**config.mk**
```make
export PLATFORM = sky130hd
export DESIGN_NAME = stopwatch_ctrl_flat
export DESIGN_NICKNAME = d
export VERILOG_FILES = /design/src/rtl/stopwatch_ctrl_if.sv /design/src/rtl/stopwatch_ctrl.sv /design/src/flat_wrapper.sv
export SDC_FILE = /design/constraint.sdc
export NUM_CORES = 1
export LEC_CHECK = 0
export CELL_PAD_IN_SITES_DETAIL_PLACEMENT = 1
export CELL_PAD_IN_SITES_GLOBAL_PLACEMENT = 1
export CORE_MARGIN = 1.5
export CORE_UTILIZATION = 35
export DETAILED_ROUTE_END_ITERATION = 8
export PLACE_DENSITY_LB_ADDON = 0.1
export REMOVE_ABC_BUFFERS = 1
export SYNTH_ARGS = -nofsm -noshare
export SYNTH_HDL_FRONTEND = slang
export SYNTH_SLANG_ARGS = --single-unit
```
**constraint.sdc**
```tcl
create_clock -name clk -period 2 [get_ports clk]
set_input_delay 0.4 -clock clk [delete_from_list [all_inputs] [get_ports clk]]
set_output_delay 0.4 -clock clk [all_outputs]
set_load 0.005 [all_outputs]
```
**src/rtl/stopwatch_ctrl_if.sv**
```systemverilog
// Handshake bundle between the stopwatch controller, the debounced buttons and the BCD digit chain.
interface stopwatch_ctrl_if #(
    parameter int NUM_DIGITS = 4
);
    logic                    start_stop;
    logic                    lap;
    logic                    clear;
    logic [NUM_DIGITS-1:0]   digit_done;
    logic [4*NUM_DIGITS-1:0] digits_in;
    logic [NUM_DIGITS-1:0]   digit_en;
    logic                    cnt_clr_n;
    logic [4*NUM_DIGITS-1:0] disp;
    logic                    running;
    logic                    lap_active;
    logic                    overflow;

    modport master (
        output start_stop, lap, clear, digit_done, digits_in,
        input  digit_en, cnt_clr_n, disp, running, lap_active, overflow
    );

    modport slave (
        input  start_stop, lap, clear, digit_done, digits_in,
        output digit_en, cnt_clr_n, disp, running, lap_active, overflow
    );
endinterface

```
**src/rtl/stopwatch_ctrl.sv**
```systemverilog
// Stopwatch control: button press detect, tick prescaler, digit-chain enables, clear pulse, lap freeze.
// Build option STOPWATCH_AUTO_STOP_EN: hold at maximum and pause on overflow, overflow sticky until clear.
module stopwatch_ctrl #(
    parameter int TICK_DIV   = 1000000,
    parameter int NUM_DIGITS = 4
) (
    input  logic            clk,
    input  logic            reset_n,
    stopwatch_ctrl_if.slave sw
);
    localparam int            PW         = $clog2(TICK_DIV);
    localparam logic [PW-1:0] PRESC_LAST = PW'(TICK_DIV - 1);

    typedef enum logic [1:0] {IDLE, RUN, LAP, PAUSE} state_t;

    state_t                  state;
    logic [2:0]              btn, btn_q, press_q;
    logic [PW-1:0]           presc;
    logic                    tick;
    logic                    running, lap_active, overflow, cnt_clr_n;
    logic [4*NUM_DIGITS-1:0] disp;
    logic [NUM_DIGITS:0]     done_chain;
    logic                    all_done, wrap_hit, en_mask, start_ok;
    logic                    ps_start, ps_lap, ps_clr, clr_issue;

    assign btn = {sw.clear, sw.lap, sw.start_stop};

    always_ff @(posedge clk or negedge reset_n) begin
        if (!reset_n) begin
            btn_q   <= '0;
            press_q <= '0;
        end else begin
            btn_q   <= btn;
            press_q <= btn & ~btn_q;
        end
    end

    // start_stop beats lap beats clear; a losing press is dropped even if the winner is ignored.
    assign ps_start  = press_q[0];
    assign ps_lap    = press_q[1] & ~press_q[0];
    assign ps_clr    = press_q[2] & ~press_q[1] & ~press_q[0];
    assign clr_issue = ps_clr & ((state == IDLE) | (state == PAUSE));

    assign done_chain[0] = 1'b1;
    assign all_done      = done_chain[NUM_DIGITS];
    assign wrap_hit      = tick & running & all_done;

`ifdef STOPWATCH_AUTO_STOP_EN
    assign en_mask  = ~all_done;
    assign start_ok = ~overflow;
`else
    assign en_mask  = 1'b1;
    assign start_ok = 1'b1;
`endif

    for (genvar i = 0; i < NUM_DIGITS; i++) begin : g_digit
        assign done_chain[i+1] = done_chain[i] & sw.digit_done[i];
        assign sw.digit_en[i]  = tick & running & done_chain[i] & en_mask;
    end

    // Phase is kept across PAUSE so a resumed run finishes the partial tick interval.
    always_ff @(posedge clk or negedge reset_n) begin
        if (!reset_n) begin
            presc <= '0;
            tick  <= 1'b0;
        end else if (clr_issue) begin
            presc <= '0;
            tick  <= 1'b0;
        end else if (running) begin
            tick  <= (presc == PRESC_LAST);
            presc <= (presc == PRESC_LAST) ? '0 : presc + 1'b1;
        end else begin
            tick  <= 1'b0;
        end
    end

    always_ff @(posedge clk or negedge reset_n) begin
        if (!reset_n) begin
            state      <= IDLE;
            running    <= 1'b0;
            lap_active <= 1'b0;
            cnt_clr_n  <= 1'b1;
            overflow   <= 1'b0;
            disp       <= '0;
        end else begin
            cnt_clr_n <= ~clr_issue;
            // The RUN->LAP edge still loads disp, which is the lap capture.
            if (state != LAP) disp <= sw.digits_in;
`ifdef STOPWATCH_AUTO_STOP_EN
            if (clr_issue)     overflow <= 1'b0;
            else if (wrap_hit) overflow <= 1'b1;
`else
            overflow <= wrap_hit;
`endif
            case (state)
                IDLE: begin
                    if (ps_start) begin
                        state   <= RUN;
                        running <= 1'b1;
                    end
                end
                RUN: begin
                    if (ps_start) begin
                        state   <= PAUSE;
                        running <= 1'b0;
                    end else if (ps_lap) begin
                        state      <= LAP;
                        lap_active <= 1'b1;
                    end
                end
                LAP: begin
                    if (ps_start) begin
                        state      <= PAUSE;
                        running    <= 1'b0;
                        lap_active <= 1'b0;
                    end else if (ps_lap) begin
                        state      <= RUN;
                        lap_active <= 1'b0;
                    end
                end
                PAUSE: begin
                    if (ps_start && start_ok) begin
                        state   <= RUN;
                        running <= 1'b1;
                    end else if (ps_clr) begin
                        state <= IDLE;
                    end
                end
                default: begin
                    state      <= IDLE;
                    running    <= 1'b0;
                    lap_active <= 1'b0;
                end
            endcase
`ifdef STOPWATCH_AUTO_STOP_EN
            if (wrap_hit) begin
                state      <= PAUSE;
                running    <= 1'b0;
                lap_active <= 1'b0;
            end
`endif
        end
    end

    assign sw.cnt_clr_n  = cnt_clr_n;
    assign sw.disp       = disp;
    assign sw.running    = running;
    assign sw.lap_active = lap_active;
    assign sw.overflow   = overflow;
endmodule
```
**src/flat_wrapper.sv**
```systemverilog
// flat-port wrapper written by rule: the top's interface ports become plain ports
module stopwatch_ctrl_flat 
#(
    parameter int TICK_DIV   = 1000000,
    parameter int NUM_DIGITS = 4
)
  (clk, reset_n, sw_start_stop, sw_lap, sw_clear, sw_digit_done, sw_digits_in, sw_digit_en, sw_cnt_clr_n, sw_disp, sw_running, sw_lap_active, sw_overflow);
  stopwatch_ctrl_if #(.NUM_DIGITS(NUM_DIGITS)) sw_i ();
  input  logic clk;
  input  logic reset_n;
  input wire logic [$bits(sw_i.start_stop)-1:0] sw_start_stop;
  input wire logic [$bits(sw_i.lap)-1:0] sw_lap;
  input wire logic [$bits(sw_i.clear)-1:0] sw_clear;
  input wire logic [$bits(sw_i.digit_done)-1:0] sw_digit_done;
  input wire logic [$bits(sw_i.digits_in)-1:0] sw_digits_in;
  output wire logic [$bits(sw_i.digit_en)-1:0] sw_digit_en;
  output wire logic [$bits(sw_i.cnt_clr_n)-1:0] sw_cnt_clr_n;
  output wire logic [$bits(sw_i.disp)-1:0] sw_disp;
  output wire logic [$bits(sw_i.running)-1:0] sw_running;
  output wire logic [$bits(sw_i.lap_active)-1:0] sw_lap_active;
  output wire logic [$bits(sw_i.overflow)-1:0] sw_overflow;
  assign sw_i.start_stop = sw_start_stop;
  assign sw_i.lap = sw_lap;
  assign sw_i.clear = sw_clear;
  assign sw_i.digit_done = sw_digit_done;
  assign sw_i.digits_in = sw_digits_in;
  assign sw_digit_en = sw_i.digit_en;
  assign sw_cnt_clr_n = sw_i.cnt_clr_n;
  assign sw_disp = sw_i.disp;
  assign sw_running = sw_i.running;
  assign sw_lap_active = sw_i.lap_active;
  assign sw_overflow = sw_i.overflow;
  stopwatch_ctrl #(.TICK_DIV(TICK_DIV), .NUM_DIGITS(NUM_DIGITS)) u_core (.clk(clk), .reset_n(reset_n), .sw(sw_i));
endmodule
```
# Word level (Yosys, flattened, before mapping)
# Index checks and enable logic that the tools add are counted.
# totals
in_bits	25
out_inout_bits	24
reg_bits	49
# op_classes
n_eq_ne	13
mux	21
bitwise	18
n_reduce_logical	8
addsub	1
# op_table
cell	n
2-to-1 mux 20 bit	3
adder 20 x 1 -> 20 bit (second input constant)	1
equality test 20 bit (second input constant)	1
2-to-1 mux 2 bit	7
bitwise AND 1 bit	12
!= test 3 x 1 -> 1 bit (second input constant)	3
2-to-1 mux 1 bit	8
!= test 2 x 1 -> 1 bit (second input constant)	4
case mux 2 bit (4 select lines)	1
AND reduction 4 bit	2
equality test 2 bit (second input constant)	2
!= test 2 bit (second input constant)	2
case mux 1 bit (2 select lines)	2
nonzero test 2 bit	2
OR reduction 2 bit	2
bitwise AND 3 bit	1
NOT 1 bit	3
NOT 3 bit	1
equality test 2 x 1 -> 1 bit (second input constant)	1
logical NOT 2 bit	1
AND reduction 2 bit	1
OR 1 bit	1

# Logic depth before layout (Yosys ltp)
# Gate-level depths: netlist (run 1).
# depth
ltp_word	6
mapped_depth	8

# Worst setup path before layout (run 1)
# OpenSTA, ideal clock, no wires.
# synth_path
kind	reg2reg
from	register u_core.state[0]
to	register u_core.state[1]
synth_period_minus_slack_ps	2039
path_stages_with_launch	9
t_arrival_ps	1939
setup_slack_ps	-39
path_cell_list	dfrtp_1 -> inv_1 -> ha_1 -> clkbuf_1 -> or2_2 -> a221oi_1 -> xnor2_1 -> nor2_1 -> a311oi_1
# synth_between
elab_chain_len	3
elab_cells_between_ends	10
# synth_rtl
element	line_no	rtl
from (decl)	stopwatch_ctrl.sv:16	state_t state;
from (signal assigned)	stopwatch_ctrl.sv:79	state <= IDLE;
from (signal assigned)	stopwatch_ctrl.sv:98	state <= RUN;
from (signal assigned)	stopwatch_ctrl.sv:104	state <= PAUSE;
equality test 2 bit, or another cell as far along	stopwatch_ctrl.sv:95	case (state)
!= test 3 x 1 -> 1 bit (no source line) / != test 2 x 1 -> 1 bit (equally long branches)	n/a	
AND reduction 4 bit (no source line)	n/a	
# Several ways; a longest one is shown, not always the timed one.
# A chain may end at the register's enable or synchronous reset.

# Worst setup path after layout (run 1)
# layout_path
from	input sw_digit_done[0]
to	output sw_digit_en[1]
# layout_between
elab_chain_len	1
# layout_rtl
element	line_no	rtl
from (decl)	flat_wrapper.sv:14	input wire logic [$bits(sw_i.digit_done)-1:0] sw_digit_done;
bitwise AND 1 bit	stopwatch_ctrl.sv:58	assign sw.digit_en[i] = tick & running & done_chain[i] & en_mask;
to (decl)	flat_wrapper.sv:16	output wire logic [$bits(sw_i.digit_en)-1:0] sw_digit_en;
# No other way between the ends.

==> results of run 1 <==
-- cell type report --
class	count	share of cell area (%)
clock inverters	3	0.557
inverters	9	1.07
well taps	77	3.06
clock buffers	5	2.19
flip-flops and latches	49	39.0
multi-input cells	135	32.3
repair buffers	73	21.8
-- cells in the mapped netlist (2+ instances only) --
| cell | count | area share (%) |
|---|---|---|
| ha_1 | 5 | 2.8 |
| dfrtp_1 | 48 | 53 |
| clkbuf_1 | 3 | 0.50 |
| xor2_1 | 6 | 2.3 |
| nor4_1 | 2 | 0.55 |
| and2_1 | 3 | 0.83 |
| and3_1 | 3 | 0.83 |
| xnor2_1 | 7 | 2.7 |
| nor4b_1 | 2 | 0.77 |
| a31oi_1 | 5 | 1.4 |
| nand3_1 | 7 | 1.5 |
| nand2b_1 | 5 | 1.4 |
| nand4_1 | 4 | 1.1 |
| or3_1 | 2 | 0.55 |
| nand2_1 | 12 | 2.0 |
| nor2b_1 | 3 | 0.83 |
| a21oi_1 | 5 | 1.1 |
| mux2_2 | 17 | 8.5 |
| nor2_1 | 17 | 2.8 |
| nor3_1 | 7 | 1.5 |
| inv_1 | 8 | 1.3 |
| o21ai_0 | 3 | 0.66 |
-- layer usage --
| layer | vias up | GRT usage, % | wire length [um] |
|---|---|---|---|
| li1 | 849 | - | - |
| met1 | 867 | 22.2 | 2460 |
| met2 | 23 | 27.3 | 2540 |
| met3 | 5 | 2.98 | 132 |
| met4 | 0 | 3.13 | 45 |
| met5 | - | 0 | 0 |
-- power breakdown --
group	leakage (nW)	internal [mW]	switching (mW)
Sequential	0.617	1.18	0.133
Combinational	0.674	0.754	0.585
Clock	0.0439	0.242	0.340
-- registers in the layout, indices dropped and copies added, names as in the netlist --
signal	count
u_core.tick	1
u_core.sw.cnt_clr_n	1
u_core.sw.lap_active	1
u_core.state	2
u_core.sw.overflow	1
u_core.btn_q	3
u_core.sw.running	1
u_core.presc	20
u_core.sw.disp	16
u_core.press_q	3
-- critical path: cells and delay by family --
kind | cells | cell delay [ps]
buffers and inverters | 2 | 960
AND/OR/NAND/NOR | 1 | 190
-- worst paths after layout --
path                       slack [ps]  cells past startpoint                 to
setup / recovery                   60                      3     sw_digit_en[1]
hold reg to reg                   400                      1  u_core.press_q[0]
min in group clk                  400                      1  u_core.press_q[0]
setup reg to reg                  130                      7    u_core.state[1]
max in group asynchronous        1480                      2    u_core.presc[7]
hold / removal                      4                      1   u_core.presc[15]
-- logic make-up (layout without fill, tap and decap cells) --
logic type / after synthesis / in the layout / share of synthesized area, %
multiplexers: 18 / 18 / 8.90
flip-flops: 49 / 49 / 54.2
AO/OA/AOI/OAI: 22 / 22 / 6.69
buffers and inverters: 13 / 90 / 2.16
AND/OR/NAND/NOR: 77 / 77 / 20.2
adder cells (fa/ha/maj): 5 / 5 / 2.76
XOR/XNOR: 13 / 13 / 5.03
-- what timing repair did --
| action | 4_1_cts | 5_1_grt |
|---|---|---|
| hold buffers | 0 | 0 |
| pin swaps | 0 | 0 |
| setup endpoints to repair | 3 | 13 |
| resized for setup | 4 | 5 |
| hold endpoints to repair | 0 | 0 |
-- stage by stage --
stage	area [um^2]	total power [mW]	hold WS, ps
floorplan	2250	1.97	104
global placement	3030	2.62	341
detailed placement	3030	2.67	338
CTS	3130	3.28	8.30
global route	3140	3.48	16.5
finish	3140	3.24	3.57
==> out/results.ini, run 1 <==
[outcome]
status=complete, no violations

[detailed_routing]
viasPerCell=4.97
drc=0
wl_um=5180
firstDrtPassIters=4
wire_per_inst_um=14.8
vias=1744
drt_iter0_drc=21
antenna_left=0

[sta]
finalSetupTns_ps=0
post-route-period-util_pct=97.2
drv_slew=0
fmax_mhz=515
max_slew_margin_pct=73.7
setup_viol=0
tightest_slew_ps=394
hold_viol=0
final.setup_skew_ps=8.06
setup_ws_ps=56.9
fin_crit_ps=1940

[global_routing]
grt_pass1_wl_um=9180
grt-ovfl-total=0
track_usage_pct=16.2
grt_max_degree=37
antenna_found_initial=0
grt_pass1_vias=1834

[worst_setup_path]
crit_chain=clkdlybuf4s50_1 > and3_4 > clkdlybuf4s50_1
endpoint_kind=primary output
crit_required_ps=1600
crit_type=in2out
cp-startpoint=sw_digit_done[0]
crit_fanout=3
reg2reg_from=u_core.state[1]
crit_slowest_cell=clkdlybuf4s50_1
cpMostUsedCell=clkdlybuf4s50_1
slowest_delay_ps=500
critPathLaunchType=primary input
arrival_ps=1540

[floorplanning]
start_util_pct=35.9
die_area_um2=6960
chipHeight_um=83.4
die_w_um=83.4
core_um2=6310
pin_count=49
num_rows=29

[clocking]
cts_inserted_buffers=5
cts_tree=done
path_clk_slew_ps=90
cts.path.max_buffers=2
cts.sinks=49
clkLatencyLatePin_ps=300
cts-root-buf=clkbuf_8
postCtsSetupBuffers=0
h-tree-depth=2

[place]
dp_hpwl_um=3880
port_buffers=48
pre_cts_ws_ps=-114
dp_cells=343
routabilityCongestion=0.716

[pwr]
vdd_drop_max_mv=0.486
leakage_nw=1.34
p_per_area_nw_per_um2=1030

[finish]
multi_input_comb_area_um2=1010
seqCellArea_um2=1230
layout_commonest_cell=dfrtp_1
layout-drive-gt1-share_pct=24.5
post-route-util_pct=49.8
final_cell_mix=48 x dfrtp_1, 45 x clkdlybuf4s50_1, 23 x buf_4
syn2layout_area_growth_pct=38.9
fin_nets=303
stdcell_count=351
diodes=0
fillers=689

[synth]
synthFlopType=dfrtp_1
syn-instance-count=197
synth_edf_count=0
syn_area_um2=2260
yosysSeqAreaShare_pct=54.2
ys_ff_latch=49
async_flop_share_pct=100
avgSynthCellArea_um2=11.5
yosys_warnings=0
yosysUniqueCellTypes=45

[worst_hold_path]
hold_class=in2async

[run]
maxCapViolCount=0

Power figures use the tool's default switching activity.
==> run 2, diff against run 1 <==
ABC_AREA = 1   (was not set)
==> run 2 against run 1 <==
Effect of this change:
- wire length increased by 30%
- sequential share of layout area decreased by 2.5 points
- via count increased by 30%
- largest power group is now registers
- critical endpoint unchanged
- area after synthesis increased by 16%
==> out/results.ini, run 2 <==
[detailed_routing]
drt_iter0_drc=61  ; +190%
vias=2270  ; +30%
firstDrtPassIters=4  ; unchanged
wl_um=6730  ; +30%
antenna_left=0  ; unchanged
wire_per_inst_um=14.2  ; -3.8%
viasPerCell=4.79  ; -3.6%
drc=0  ; unchanged

[worst_setup_path]
arrival_ps=1420  ; -120 ps
crit_fanout=5  ; +2
crit_type=reg2out
crit_required_ps=1600  ; about the same
endpoint_kind=primary output
critPathLaunchType=register

[global_routing]
grt_pass1_wl_um=11500  ; +25%
track_usage_pct=18.9  ; +2.7 points
grt_pass1_vias=2448  ; +33%
grt_max_degree=50  ; +35%
antenna_found_initial=0  ; unchanged
grt-ovfl-total=0  ; unchanged

[clocking]
cts.path.max_buffers=2  ; unchanged
postCtsHoldBufs=0  ; unchanged
cts.sinks=49  ; unchanged
postCtsSetupBuffers=0  ; unchanged
h-tree-depth=2  ; unchanged
cts_tree=done
cts-root-buf=clkbuf_8
clkLatencyLatePin_ps=310  ; about the same
path_clk_slew_ps=100  ; about the same
cts_inserted_buffers=5  ; unchanged

[finish]
seqCellArea_um2=1230  ; unchanged
largest_register_ffs=20  ; unchanged
syn2layout_area_growth_pct=28.1
diodes=0  ; unchanged
fin_nets=404  ; +33%
layout_commonest_cell=nand2_1
final_cell_mix=88 x nand2_1, 48 x dfrtp_1, 44 x clkdlybuf4s50_1
design_area_um2=3360  ; +6.8%
fillers=888  ; +29%
layout-drive-gt1-share_pct=15.2  ; -9.3 points
multi_input_comb_area_um2=1220  ; +20%
largest-register=u_core.presc
largestRegisters=u_core.presc (20), u_core.sw.disp (16)

[pwr]
vdd_drop_max_mv=0.556  ; +14%
p_per_area_nw_per_um2=909  ; -12%
leakage_nw=1.57  ; +18%
total_power_mw=3.05  ; -5.7%

[sta]
post-route-period-util_pct=91.1  ; -6.1 points
timing.hold.ws_ps=49.5  ; +45.9 ps
tightest_slew_ps=286  ; -108 ps
fmax_mhz=549  ; +6.7%
final.setup_skew_ps=4.62  ; -3.44 ps
rsz0062_at_grt=false
fin_crit_ps=1820  ; -122 ps
max_slew_margin_pct=80.9  ; +7.2 points
drv_slew=0  ; unchanged
setup_viol=0  ; unchanged
hold_viol=0  ; unchanged

[place]
port_buffers=48  ; unchanged
routabilityCongestion=0.807  ; +13%
placed_area_um2=3260  ; +7.5%
dp_hpwl_um=5100  ; +31%

[floorplanning]
start_util_pct=36.2  ; +0.31 points
die_area_um2=8020  ; +15%
die_w_um=89.6  ; +7.4%
core_um2=7250  ; +15%
num_rows=31  ; +6.9%
chipHeight_um=89.6  ; +7.4%
pin_count=49  ; unchanged

[run]
maxCapViolCount=0  ; unchanged

[synth]
synth_edf_count=0  ; unchanged
netlist_top_cells_count=88 x nand2_1, 48 x dfrtp_1, 35 x inv_1, 34 x nor2_1, 29 x nand3_1
syn-instance-count=317  ; +61%
yosysMostFrequentCell=nand2_1
yosysUniqueCellTypes=30  ; -33%
syn_area_um2=2620  ; +16%
yosysSeqAreaShare_pct=46.8  ; -7.4 points
async_flop_share_pct=100  ; unchanged
yosys-top-cells-area=dfrtp_1 46%, nand2_1 13%, mux2_2 6.9%
avgSynthCellArea_um2=8.27  ; -28%
yosys_warnings=0  ; unchanged
yosysTopAreaCellShare_pct=45.8  ; -7.3 points
ys_ff_latch=49  ; unchanged
synth_largest_area_cell=dfrtp_1
synthFlopType=dfrtp_1

[worst_hold_path]
hold_class=in2async

[outcome]
status=complete, no violations

-- run 2: changes by cell type after synthesis, moves of 7 or more --
cell     before  now
nand3_1       7   29
inv_1         8   35
nor2_1       17   34
o21ai_0       3   13
xnor2_1       7    0
nand4_1       4   11
nand2_1      12   88
-- run 2: worst max-delay path, stage by stage (launching register included) --
cell and delay, ps:
dfrtp_1 360, nand2_1 130, nor2_1 120, clkdlybuf4s50_1 510
-- run 2: metrics by stage --
stage	setup WS, ps	util, %	TNS (ps)	std cells
2_1_floorplan	191	-	0	310
3_3_place_gp	12.3	45.0	0	466
3_5_place_dp	-83.6	45.0	-83.6	466
4_1_cts	68.0	46.3	0	474
5_1_grt	86.9	46.3	0	474
6_report	178	46.3	0	474
-- run 2: power by group --
group	switching (mW)	internal, mW
Clock	0.364	0.250
Combinational	0.584	0.561
Sequential	0.119	1.17
Total	1.07	1.98
-- run 2: worst paths after layout --
path / from / end / slack (ps) / cells past startpoint
worst min-delay path: reset_n / u_core.presc[10] / 50 / 2
worst min register to register: u_core.btn_q[2] / u_core.press_q[2] / 400 / 1
min in group clk: u_core.btn_q[2] / u_core.press_q[2] / 400 / 1
worst max-delay path: u_core.sw.running / sw_digit_en[1] / 180 / 3
worst max register to register: u_core.state[1] / u_core.presc[19] / 260 / 9
max in group asynchronous: reset_n / u_core.sw.cnt_clr_n / 1670 / 2
-- run 2: repair_timing --
action                                  CTS  global route
endpoints found under the hold margin     0             0
pin swaps                                 1             0
gates cloned                              0             0
endpoints found under the setup margin    1             1
gates resized for setup                   4             1
-- run 2: routing by layer --
| metal | global-route usage [%] | vias to the layer above | share of wire, % |
|---|---|---|---|
| met5 | 0 | - | 0 |
| met4 | 6.85 | 0 | 1.9 |
| met3 | 4.34 | 11 | 4.4 |
| met2 | 32.9 | 45 | 49 |
| met1 | 22.7 | 1093 | 45 |
| li1 | - | 1121 | - |
-- run 2: cells by family after synthesis --
kind of cell               after synthesis  synth area share (%)
buffers and inverters                   46                  7.11
muxes                                   16                  6.87
AOI/OAI and AO/OA                       20                  4.44
DFF                                     49                  46.8
adders and majority gates                5                  2.39
and+or+nand+nor                        181                  32.4
-- run 2: layout make-up --
| class | count | share of cell area [%] |
|---|---|---|
| Tap cell | 99 | 3.69 |
| Multi-Input combinational cell | 222 | 36.2 |
| Inverter | 39 | 4.36 |
| Clock inverter | 2 | 0.484 |
| Clock buffer | 6 | 2.16 |
| Timing Repair Buffer | 57 | 16.5 |
| Sequential cell | 49 | 36.6 |
==> run 3, diff against run 2 <==
--- a/config.mk
+++ b/config.mk
@@ -11,4 +11,5 @@
 export CORE_MARGIN = 1.5
 export CORE_UTILIZATION = 35
+export CTS_CLUSTER_SIZE = 14
 export DETAILED_ROUTE_END_ITERATION = 8
 export PLACE_DENSITY_LB_ADDON = 0.1
==> constraint.sdc (replaced) <==
create_clock -name clk -period 2 [get_ports clk]
set_input_delay 0.6 -clock clk [delete_from_list [all_inputs] [get_ports clk]]
set_output_delay 0.6 -clock clk [all_outputs]
set_load 0.005 [all_outputs]
==> run 3 against run 2 <==
Effect of this change:
- die area did not move
- core utilization rose by 0.29 points
- critical endpoint is now sw_cnt_clr_n
- critical path type unchanged
- combinational power barely moved
- final area rose by 0.63%
==> out/results.ini, run 3 (same netlist as run 2, synthesis figures left out) <==
[worst_setup_path]
worst-path-stages=1  ; -2
cp_top_family=flip-flops
reg2regPathDepth=9  ; unchanged
arrival_ps=1360  ; -60 ps
crit_required_ps=1400  ; -200 ps
path_buf_inv=1  ; unchanged
crit_fanout=1  ; -4
critPathLaunchType=register
reg2reg_slack_ps=280  ; +20 ps
slowest_delay_ps=540  ; +30 ps
crit_chain=clkdlybuf4s50_1
crit_slowest_cell=dfstp_2
crit_type=reg2out
endpoint_kind=primary output

[pwr]
vdd_drop_max_mv=0.448  ; -19%
leakage_nw=1.61  ; +2.4%
total_power_mw=3.12  ; +2.1%
p_per_area_nw_per_um2=922  ; +1.5%

[sta]
final.setup_skew_ps=12.1  ; +7.44 ps
drv_slew=0  ; unchanged
hold_viol=0  ; unchanged
fmax_mhz=511  ; -6.9%
fin_crit_ps=1960  ; +135 ps
rsz0062_at_grt=false
post-route-period-util_pct=97.8  ; +6.8 points
tightest_slew_ps=372  ; +86.3 ps
max_slew_margin_pct=75.2  ; -5.7 points
setup_viol=0  ; unchanged

[global_routing]
grt_pass1_vias=2421  ; -1.1%
grt_max_degree=37  ; -26%
grtUsageMet3_pct=5.82  ; +1.5 points
grt-ovfl-total=0  ; unchanged
track_usage_pct=19.3  ; +0.42 points
grt_pass1_wl_um=11600  ; +0.84%
grt_use_met1_pct=23.4  ; +0.70 points
grtUsageMet2_pct=33.2  ; +0.34 points
top_usage_layer=met2
antenna_found_initial=0  ; unchanged

[floorplanning]
die_w_um=89.6  ; unchanged
die_area_um2=8020  ; unchanged
start_util_pct=36.2  ; unchanged
core_um2=7250  ; unchanged
pin_count=49  ; unchanged
chipHeight_um=89.6  ; unchanged
num_rows=31  ; unchanged

[place]
dp_cells=466  ; unchanged
port_buffers=48  ; unchanged
dp_hpwl_um=5250  ; +3.0%
placed_area_um2=3270  ; +0.38%
routabilityCongestion=0.857  ; +6.2%

[clocking]
cts_tree=done
path_clk_slew_ps=110  ; about the same
cts.path.max_buffers=2  ; unchanged
cts.sinks=49  ; unchanged
postCtsSetupBuffers=0  ; unchanged
h-tree-depth=2  ; unchanged
clkLatencyLatePin_ps=320  ; about the same
cts-root-buf=clkbuf_8
cts_inserted_buffers=5  ; unchanged

[finish]
final_cell_mix=87 x nand2_1, 48 x dfrtp_1, 39 x clkdlybuf4s50_1
layout-drive-gt1-share_pct=16.0  ; +0.80 points
largestRegisters=u_core.presc (20), u_core.sw.disp (16)
layout_commonest_cell=nand2_1
fillers=898  ; +1.1%
stdcell_count=474  ; unchanged
syn2layout_area_growth_pct=28.9
fin_nets=404  ; unchanged
largest_register_ffs=20  ; unchanged
largest-register=u_core.presc
post-route-util_pct=46.6  ; +0.29 points
diodes=0  ; unchanged
design_area_um2=3380  ; +0.63%

[detailed_routing]
drc=0  ; unchanged
vias=2311  ; +1.8%
viasPerCell=4.88  ; +1.8%
wl_um=6810  ; +1.2%
drt_iter0_drc=88  ; +44%
wire_per_inst_um=14.4  ; +1.2%
antenna_left=0  ; unchanged
firstDrtPassIters=4  ; unchanged

[worst_hold_path]
hold_class=in2async

[outcome]
status=complete, no violations

[run]
maxCapViolCount=0  ; unchanged

## run 3: path summary, 6_finish.rpt
path                                startpoint                  end
min reg2reg                    u_core.btn_q[0]    u_core.press_q[0]
max                        u_core.sw.cnt_clr_n         sw_cnt_clr_n
min                                    reset_n     u_core.presc[10]
max in group asynchronous              reset_n  u_core.sw.cnt_clr_n
max reg2reg                    u_core.state[1]     u_core.presc[11]
min in group clk               u_core.btn_q[0]    u_core.press_q[0]
## run 3: timing repair
item / CTS / global route
pin swaps: 0 / 2
gates resized for setup: 10 / 5
hold buffers: 0 / 0
hold endpoints to repair: 0 / 0
setup endpoints to repair: 3 / 2
## run 3: per-stage QoR
stage	setup TNS, ps	setup WS, ps	hold WS, ps
2_1_floorplan	0	191	304
3_3_place_gp	-1040	-385	377
3_5_place_dp	-1150	-407	392
4_1_cts	-51.8	-51.8	192
5_1_grt	0	3.35	184
6_report	0	43.2	178
## run 3: final cells by class
class                      instances  area [um^2]  share of cell area, %
clock inverter                     3         28.8                  0.852
tap                               99          124                   3.67
multi-input combinational        222         1220                   36.0
clock buffer                       5         68.8                   2.04
inverter                          39          146                   4.33
sequential                        49         1230                   36.3
timing repair buffer              57          568                   16.8
## run 3: worst reg2reg max path, delay by kind of cell (launching register included)
| family | cells | cell delay (ps) |
|---|---|---|
| DFF | 1 | 420 |
| adders and majority gates | 1 | 320 |
| AOI/OAI and AO/OA | 1 | 80 |
| buffers and inverters | 3 | 390 |
| and+or+nand+nor | 4 | 390 |
## run 3: layer usage
metal / part of all wire [%] / vias up
met2: 51 / 43
met5: 0 / -
met1: 43 / 1140
met3: 4.2 / 6
li1: - / 1122
met4: 1.2 / 0
## run 3: report_power, final
part           internal [mW]  total, mW  switching, mW  leakage (nW)
logic                  0.567       1.17          0.603         0.936
clock network          0.263      0.649          0.386        0.0506
registers               1.17       1.30          0.122         0.621
